## config.mk

```make
export PLATFORM = sky130hd
export DESIGN_NAME = issue_pipe
export DESIGN_NICKNAME = d
export VERILOG_FILES = /design/src/rtl/issue_pipe.sv
export SDC_FILE = /design/constraint.sdc
export NUM_CORES = 1
export LEC_CHECK = 0
export ABC_AREA = 0
export CORE_AREA = 2 2 354 356
export DETAILED_ROUTE_END_ITERATION = 6
export DIE_AREA = 0 0 356 358
export SYNTH_ARGS = -nofsm -noshare
export SYNTH_HDL_FRONTEND = slang
export SYNTH_SLANG_ARGS = --single-unit
export TNS_END_PERCENT = 100
```

## constraint.sdc

```tcl
create_clock -name clock -period 3.4 [get_ports clock]
set_input_delay 0.34 -clock clock [delete_from_list [all_inputs] [get_ports clock]]
set_output_delay 0.34 -clock clock [all_outputs]
set_load 0.02 [all_outputs]
```

## src/rtl/issue_pipe.sv

```systemverilog
// Multi-lane registered issue stage: per-lane operand read with CDB bypass,
// held in a two-entry (main + skid) buffer so EX back-pressure never reaches select combinationally.
`ifndef XLEN
`define XLEN 32
`endif
`ifndef PHYS_REG_IDX_SZ
`define PHYS_REG_IDX_SZ 5
`endif

package issue_pipe_pkg;
  localparam int XLEN   = `XLEN;
  localparam int PREG_W = `PHYS_REG_IDX_SZ + 1;

  typedef struct packed {
    logic [PREG_W-1:0] reg_num;
  } REG_TAG;

  typedef struct packed {
    logic            valid;
    logic [31:0]     inst;
    logic [XLEN-1:0] PC;
    logic [XLEN-1:0] NPC;
    logic [1:0]      opa_select;
    logic [1:0]      opb_select;
    logic [4:0]      alu_func;
    logic            rd_mem;
    logic            wr_mem;
    logic            cond_branch;
    logic            uncond_branch;
    logic            halt;
    logic            illegal;
    logic            csr_op;
    logic [2:0]      function_type;
    logic [4:0]      rob_index;
    logic            has_dest;
    logic [1:0]      issued_fu_index;
    REG_TAG          src1_reg;
    REG_TAG          src2_reg;
    REG_TAG          dest_reg;
  } ID_IS_PACKET;

  typedef struct packed {
    logic              valid;
    logic [31:0]       inst;
    logic [XLEN-1:0]   PC;
    logic [XLEN-1:0]   NPC;
    logic [1:0]        opa_select;
    logic [1:0]        opb_select;
    logic [4:0]        alu_func;
    logic              rd_mem;
    logic              wr_mem;
    logic              cond_branch;
    logic              uncond_branch;
    logic              halt;
    logic              illegal;
    logic              csr_op;
    logic [2:0]        function_type;
    logic [4:0]        rob_index;
    logic              has_dest;
    logic [1:0]        issued_fu_index;
    logic [PREG_W-1:0] dest_reg_idx;
    logic [XLEN-1:0]   rs1_value;
    logic [XLEN-1:0]   rs2_value;
  } IS_EX_PACKET;
endpackage

module issue_pipe
  import issue_pipe_pkg::*;
#(
  parameter int ISSUE_WIDTH = 2,
  parameter int CDB_WIDTH   = 2
) (
  input  logic                                          clock,
  input  logic                                          reset,
  input  ID_IS_PACKET [ISSUE_WIDTH-1:0]                 id_is_packet,
  output logic        [ISSUE_WIDTH-1:0]                 is_ready,
  output logic        [ISSUE_WIDTH-1:0][`PHYS_REG_IDX_SZ:0] rs1_preg_idx,
  output logic        [ISSUE_WIDTH-1:0][`PHYS_REG_IDX_SZ:0] rs2_preg_idx,
  input  logic        [ISSUE_WIDTH-1:0][`XLEN-1:0]      rs1_preg_data,
  input  logic        [ISSUE_WIDTH-1:0][`XLEN-1:0]      rs2_preg_data,
  input  logic        [CDB_WIDTH-1:0]                   cdb_valid,
  input  logic        [CDB_WIDTH-1:0][`PHYS_REG_IDX_SZ:0]   cdb_preg_idx,
  input  logic        [CDB_WIDTH-1:0][`XLEN-1:0]        cdb_value,
  input  logic                                          squash,
  input  logic        [ISSUE_WIDTH-1:0]                 ex_ready,
  output IS_EX_PACKET [ISSUE_WIDTH-1:0]                 is_ex_packet
);

  IS_EX_PACKET [ISSUE_WIDTH-1:0] main_q, main_d;
  IS_EX_PACKET [ISSUE_WIDTH-1:0] skid_q, skid_d;
  IS_EX_PACKET [ISSUE_WIDTH-1:0] cap;
  logic        [ISSUE_WIDTH-1:0] accept;

  // Regfile does not forward same-edge writes, so the lowest matching CDB port overrides it.
  function automatic logic [XLEN-1:0] bypass(
    input logic [PREG_W-1:0]                  idx,
    input logic [XLEN-1:0]                    rf_data,
    input logic [CDB_WIDTH-1:0]               bv,
    input logic [CDB_WIDTH-1:0][PREG_W-1:0]   btag,
    input logic [CDB_WIDTH-1:0][XLEN-1:0]     bval
  );
    logic [XLEN-1:0] sel;
    sel = rf_data;
    for (int c = CDB_WIDTH - 1; c >= 0; c--) begin
      if (bv[c] && (btag[c] == idx)) sel = bval[c];
    end
    return sel;
  endfunction

  function automatic IS_EX_PACKET capture(
    input ID_IS_PACKET     pin,
    input logic [XLEN-1:0] op1,
    input logic [XLEN-1:0] op2
  );
    IS_EX_PACKET p;
    p                 = '0;
    p.valid           = 1'b1;
    p.inst            = pin.inst;
    p.PC              = pin.PC;
    p.NPC             = pin.NPC;
    p.opa_select      = pin.opa_select;
    p.opb_select      = pin.opb_select;
    p.alu_func        = pin.alu_func;
    p.rd_mem          = pin.rd_mem;
    p.wr_mem          = pin.wr_mem;
    p.cond_branch     = pin.cond_branch;
    p.uncond_branch   = pin.uncond_branch;
    p.halt            = pin.halt;
    p.illegal         = pin.illegal;
    p.csr_op          = pin.csr_op;
    p.function_type   = pin.function_type;
    p.rob_index       = pin.rob_index;
    p.has_dest        = pin.has_dest;
    p.issued_fu_index = pin.issued_fu_index;
    p.dest_reg_idx    = pin.dest_reg.reg_num;
    p.rs1_value       = op1;
    p.rs2_value       = op2;
    return p;
  endfunction

  always_comb begin
    for (int i = 0; i < ISSUE_WIDTH; i++) begin
      rs1_preg_idx[i] = id_is_packet[i].src1_reg.reg_num;
      rs2_preg_idx[i] = id_is_packet[i].src2_reg.reg_num;
      is_ready[i]     = ~skid_q[i].valid;
    end
  end

  always_comb begin
    main_d = main_q;
    skid_d = skid_q;
    accept = '0;
    cap    = '0;
    for (int i = 0; i < ISSUE_WIDTH; i++) begin
      accept[i] = id_is_packet[i].valid && !skid_q[i].valid && !squash;
      cap[i]    = capture(id_is_packet[i],
                          bypass(id_is_packet[i].src1_reg.reg_num, rs1_preg_data[i],
                                 cdb_valid, cdb_preg_idx, cdb_value),
                          bypass(id_is_packet[i].src2_reg.reg_num, rs2_preg_data[i],
                                 cdb_valid, cdb_preg_idx, cdb_value));
      // Only valid bits change on squash/drain; payload keeps its last value.
      if (squash) begin
        main_d[i].valid = 1'b0;
        skid_d[i].valid = 1'b0;
      end else if (!main_q[i].valid) begin
        if (accept[i]) main_d[i] = cap[i];
      end else if (!skid_q[i].valid) begin
        if (ex_ready[i]) begin
          if (accept[i]) main_d[i] = cap[i];
          else           main_d[i].valid = 1'b0;
        end else if (accept[i]) begin
          skid_d[i] = cap[i];
        end
      end else if (ex_ready[i]) begin
        main_d[i]       = skid_q[i];
        skid_d[i].valid = 1'b0;
      end
    end
  end

  always_ff @(posedge clock or negedge reset) begin
    if (!reset) begin
      main_q <= '0;
      skid_q <= '0;
    end else begin
      main_q <= main_d;
      skid_q <= skid_d;
    end
  end

  assign is_ex_packet = main_q;

endmodule

```

Word level (Yosys, flattened, before mapping)
Cells that the tools add are included.

operators by class
  mux-type cells = 38
  $mul = 0
  shifts and indexed selects = 0
  reduce and logical (&&, ||, !) cells = 25
  add/subtract/negate cells = 0
  order comparisons = 0
  divide/modulo/power cells = 0
  bitwise operators = 5
  equality and inequality tests = 10

operators with widths
  kind                  count
  $mux W194             14
  $mux W193             6
  $mux W32              8
  $eq A6 B6 Y1          8
  $logic_and A1 B1 Y1   12
  $reduce_bool A2 Y1    6
  $mux W1               10
  $reduce_and A5 Y1     2
  $reduce_and A4 Y1     2
  $not A1 Y1            5
  $ne A2 B2 Y1 const B  2
  $logic_not A1 Y1      3

storage, ports and cells
  memory bits (writable) = 0
  ROM bits = 0
  word-level logic and storage cells = 162
  output and inout bits = 414
  bits in latches = 0
  input bits = 495
  flip-flop bits (word level) = 776
  memories kept = 0

Depth between registers and ports, before layout
  depth in word-level cells = 9
  mapped depth = 8
  mapped depth without buffers = 5

Worst setup path before layout
Ideal clock, no wire load.

  path kind = input to register
  start point = input cdb_preg_idx[11] (netlist name)
  end point = register skid_q[195] (netlist name)
  required time = 3.268 ns
  library setup time = 0.132 ns
  path slack = 1.426 ns
  arrival time = 1.842 ns
  stages on the path = 8
  buffers on the path = 3
  cells stage by stage = buf_6 xnor2_2 nand3_1 or4b_1 buf_6 buf_12 a221oi_2 o31ai_1

between the ends
  word-level cells in the longest chain between the ends = 4

ends and longest elaborated chain
  element                 line  text
  start: declaration      82    input logic [CDB_WIDTH-1:0][`PHYS_REG_IDX_SZ:0] cdb_preg_idx,
  $eq A6 B6 Y1            105   if (bv[c] && (btag[c] == idx)) sel = bval[c];
  $logic_and A1 B1 Y1     105
  $mux W32 (2 in series)  105
  end signal: assignment  187   skid_q <= skid_d;
  end: declaration        90    IS_EX_PACKET [ISSUE_WIDTH-1:0] skid_q, skid_d;

No other way between the ends.
A chain may end at the register's enable or synchronous reset.

Worst setup path in the final report
  start point = register skid_q[193] (netlist name)
  end point = output is_ready[0]

between the ends
  word-level cells in the longest chain between the ends = 1

ends and longest elaborated chain
  element               line  text
  $not A1 Y1 (no line)  -
  end: declaration      76    output logic [ISSUE_WIDTH-1:0] is_ready,

No other way between the ends.

==> results.cfg <==
[outcome]
status = finished clean

[critical_path]
end_kind = primary output
crit_family = buffers and inverters
reg2reg_to = is_ex_packet[15]
r2r_start = skid_q[193]
slowest_stage = clkdlybuf4s50_1
start_kind = register
path_cells = inv_1, clkdlybuf4s50_1
slowest_delay_ps = 740
cp.arrival_ps = 2310
crit_required_ps = 3060
cp.buffers_inverters = 2
cp_max_fo = 41
reg2reg_depth = 7
critical_path_class = register to primary output
r2r_slack_ps = 910

[place]
dp_hpwl_microns = 114600
placed_area_sq_mm = 0.04882
place_congestion = 0.9013
io_buffer_count = 908

[die]
initial_core_util_pct = 30.82
die_w_microns = 356
fp-row-count = 129
fp.dieArea_sq_mm = 0.1274
core_sq_mm = 0.1233
dieHeight_microns = 358
ios = 909

[cts]
clk_pin_slew_ps = 60
clkLatencyLatePin_ps = 710
cts_buffer_depth = 3
cts_tree = done
post-cts-setup-buffers = 0
cts_resized = 0
cts_hold_buf = 1
cts_sinks = 776
cts_buffers = 95
cts_root_buf = clkbuf_16
h-tree-depth = 3

[pwr]
p_per_area_mw_per_mm2 = 614.4
p_leak_uw = 0.02085
peakVddDrop_mv = 0.4129
power_uw = 32040

[routing]
vias = 34000
viasPerCell = 5.589
ant_nets = 0
wirelength_microns = 163600
wl_per_cell_microns = 26.89
dr.pass1.iters = 6
drtIter0Drc = 3265
post-route-drc-count = 0

[sta]
period_minus_slack_ps = 2654
rsz0062_at_grt = no
hold_viol = 0
slew_viol_final = 0
max-slew-margin-rel_pct = 29.77
tightestPinTransition_ps = 1054
tns_ps = 0
fin_crit_sh_pct = 78.05
max_freq_mhz = 376.8
clock_skew_ps = 29.39
setup_viol = 0

[final_layout]
utilization_pct = 42.29
final_area_sq_mm = 0.05215
mostFrequentLayoutCells = clkdlybuf4s50_1, dfrtp_1, nor2_1
multi_input_area_sq_mm = 0.01693
seq_area_sq_mm = 0.01943
final_net_count = 4843
drive_gt1_share_pct = 13.71
fill_cells = 11750
area_delta_synth_final_pct = 37.23
final_common_cell = clkdlybuf4s50_1

[hold_path]
min_from = squash
hp-class = input pin to register
hold_path_depth = 2
min_to = is_ex_packet[387]

[yosys]
ys_warn_count = 0
synth_fp_nets = 4121
synth-async-reset-ratio_pct = 100.0
netlist_instances = 3626
synth_ff_type = dfrtp_1
ys_seq_elements = 776
synth-seq-area-share_pct = 51.10
yosys.area.top_type_share_pct = 51.10
ys_top_cells_by_area = dfrtp_1, mux2_2, a22o_1
yosys.area.top_type = dfrtp_1
synth_edf_count = 0
postSynthAreaPerCell_sq_um = 10.48
ys_types = 42
synth_area_sq_mm = 0.03800

[global_routing]
first_global_vias = 32360
grtUsageTotal_pct = 24.52
grt_max_degree = 155
antenna_found_initial = 56
overflow = 0
grt_first_pass_wirelength_microns = 232600

[job]
drv_cap = 0
## registers in the layout (all words and copies together), names as in the netlist
| register | flops |
|---|---|
| is_ex_packet | 388 |
| skid_q | 388 |
## per-stage QoR
step | instances | setup WS (ps) | hold WS [ps]
after floorplan | 3626 | 1426 | 44.41
after global placement | 5887 | 384.1 | 452.7
after detailed placement | 5887 | 382.0 | 456.9
after CTS | 6056 | 698.1 | 4.079
after global routing | 6081 | 675.9 | 35.48
final | 6084 | 746.3 | 29.85
## routing by layer
metal / up-vias / track usage, % / part of all wire, % / wire length, microns
met4: 40 / 12.24 / 4.8 / 7869
met5: - / 0 / 0.15 / 243
li1: 15070 / - / - / -
met1: 17050 / 30.23 / 39 / 63910
met2: 1496 / 39.45 / 48 / 78030
met3: 352 / 6.738 / 8.3 / 13540
## worst max-delay path by stage
stage	startpoint	to	slack, ps	cells after the start
global route	skid_q[193]	is_ready[0]	680	2
global placement	id_is_packet[158]	skid_q[257]	380	7
finish	skid_q[193]	is_ready[0]	750	2
floorplan	cdb_preg_idx[11]	skid_q[195]	1430	8
CTS	skid_q[193]	is_ready[0]	700	2
detailed placement	id_is_packet[158]	skid_q[257]	380	7
## area by class of cell
cell class	count	share of cell area, %
tap	1637	3.928
multi-input combinational	2460	32.47
timing repair buffer	1012	19.96
antenna	28	0.1344
inverter	3	0.02159
clock inverter	31	0.9405
clock buffer	137	5.286
sequential	776	37.27
## power breakdown
group          total (uW)  switching [uW]  internal, uW  leakage (uW)
Combinational        8640            4550          4090       0.00996
Clock               10600            4330          6260       0.00158
Sequential          12800            1360         11400       0.00931
## cell families (layout without fill, tap and decap cells)
kind of cell	Yosys count	after routing	share of synthesized area, %
AOI/OAI and AO/OA	1422	1422	27.58
DFF	776	776	51.10
and+or+nand+nor	732	732	7.846
buffers and inverters	390	1183	4.685
muxes	258	258	7.645
xor gates and xnor gates	48	48	1.146
other	0	28	0
## Yosys cell counts, types with 2 or more instances
master	instances
dfrtp_1	776
nor2_1	395
a21oi_1	263
nand2_1	262
a22oi_1	258
mux2_2	258
a22o_1	256
o31ai_1	256
clkbuf_1	251
o21ai_0	130
buf_2	82
a221oi_1	67
o21a_1	64
o22ai_1	64
a221oi_2	61
xnor2_1	36
and2_1	33
buf_4	25
buf_1	20
xor2_1	10
nand3_1	8
buf_12	6
nand4_1	6
nor2b_1	6
nand2b_1	4
or2_1	4
buf_6	3
inv_1	3
a211oi_1	2
nand4bb_1	2
nor3_2	2
nor4_2	2
xnor2_2	2
Note: power is estimated with default switching activity, not from simulation.
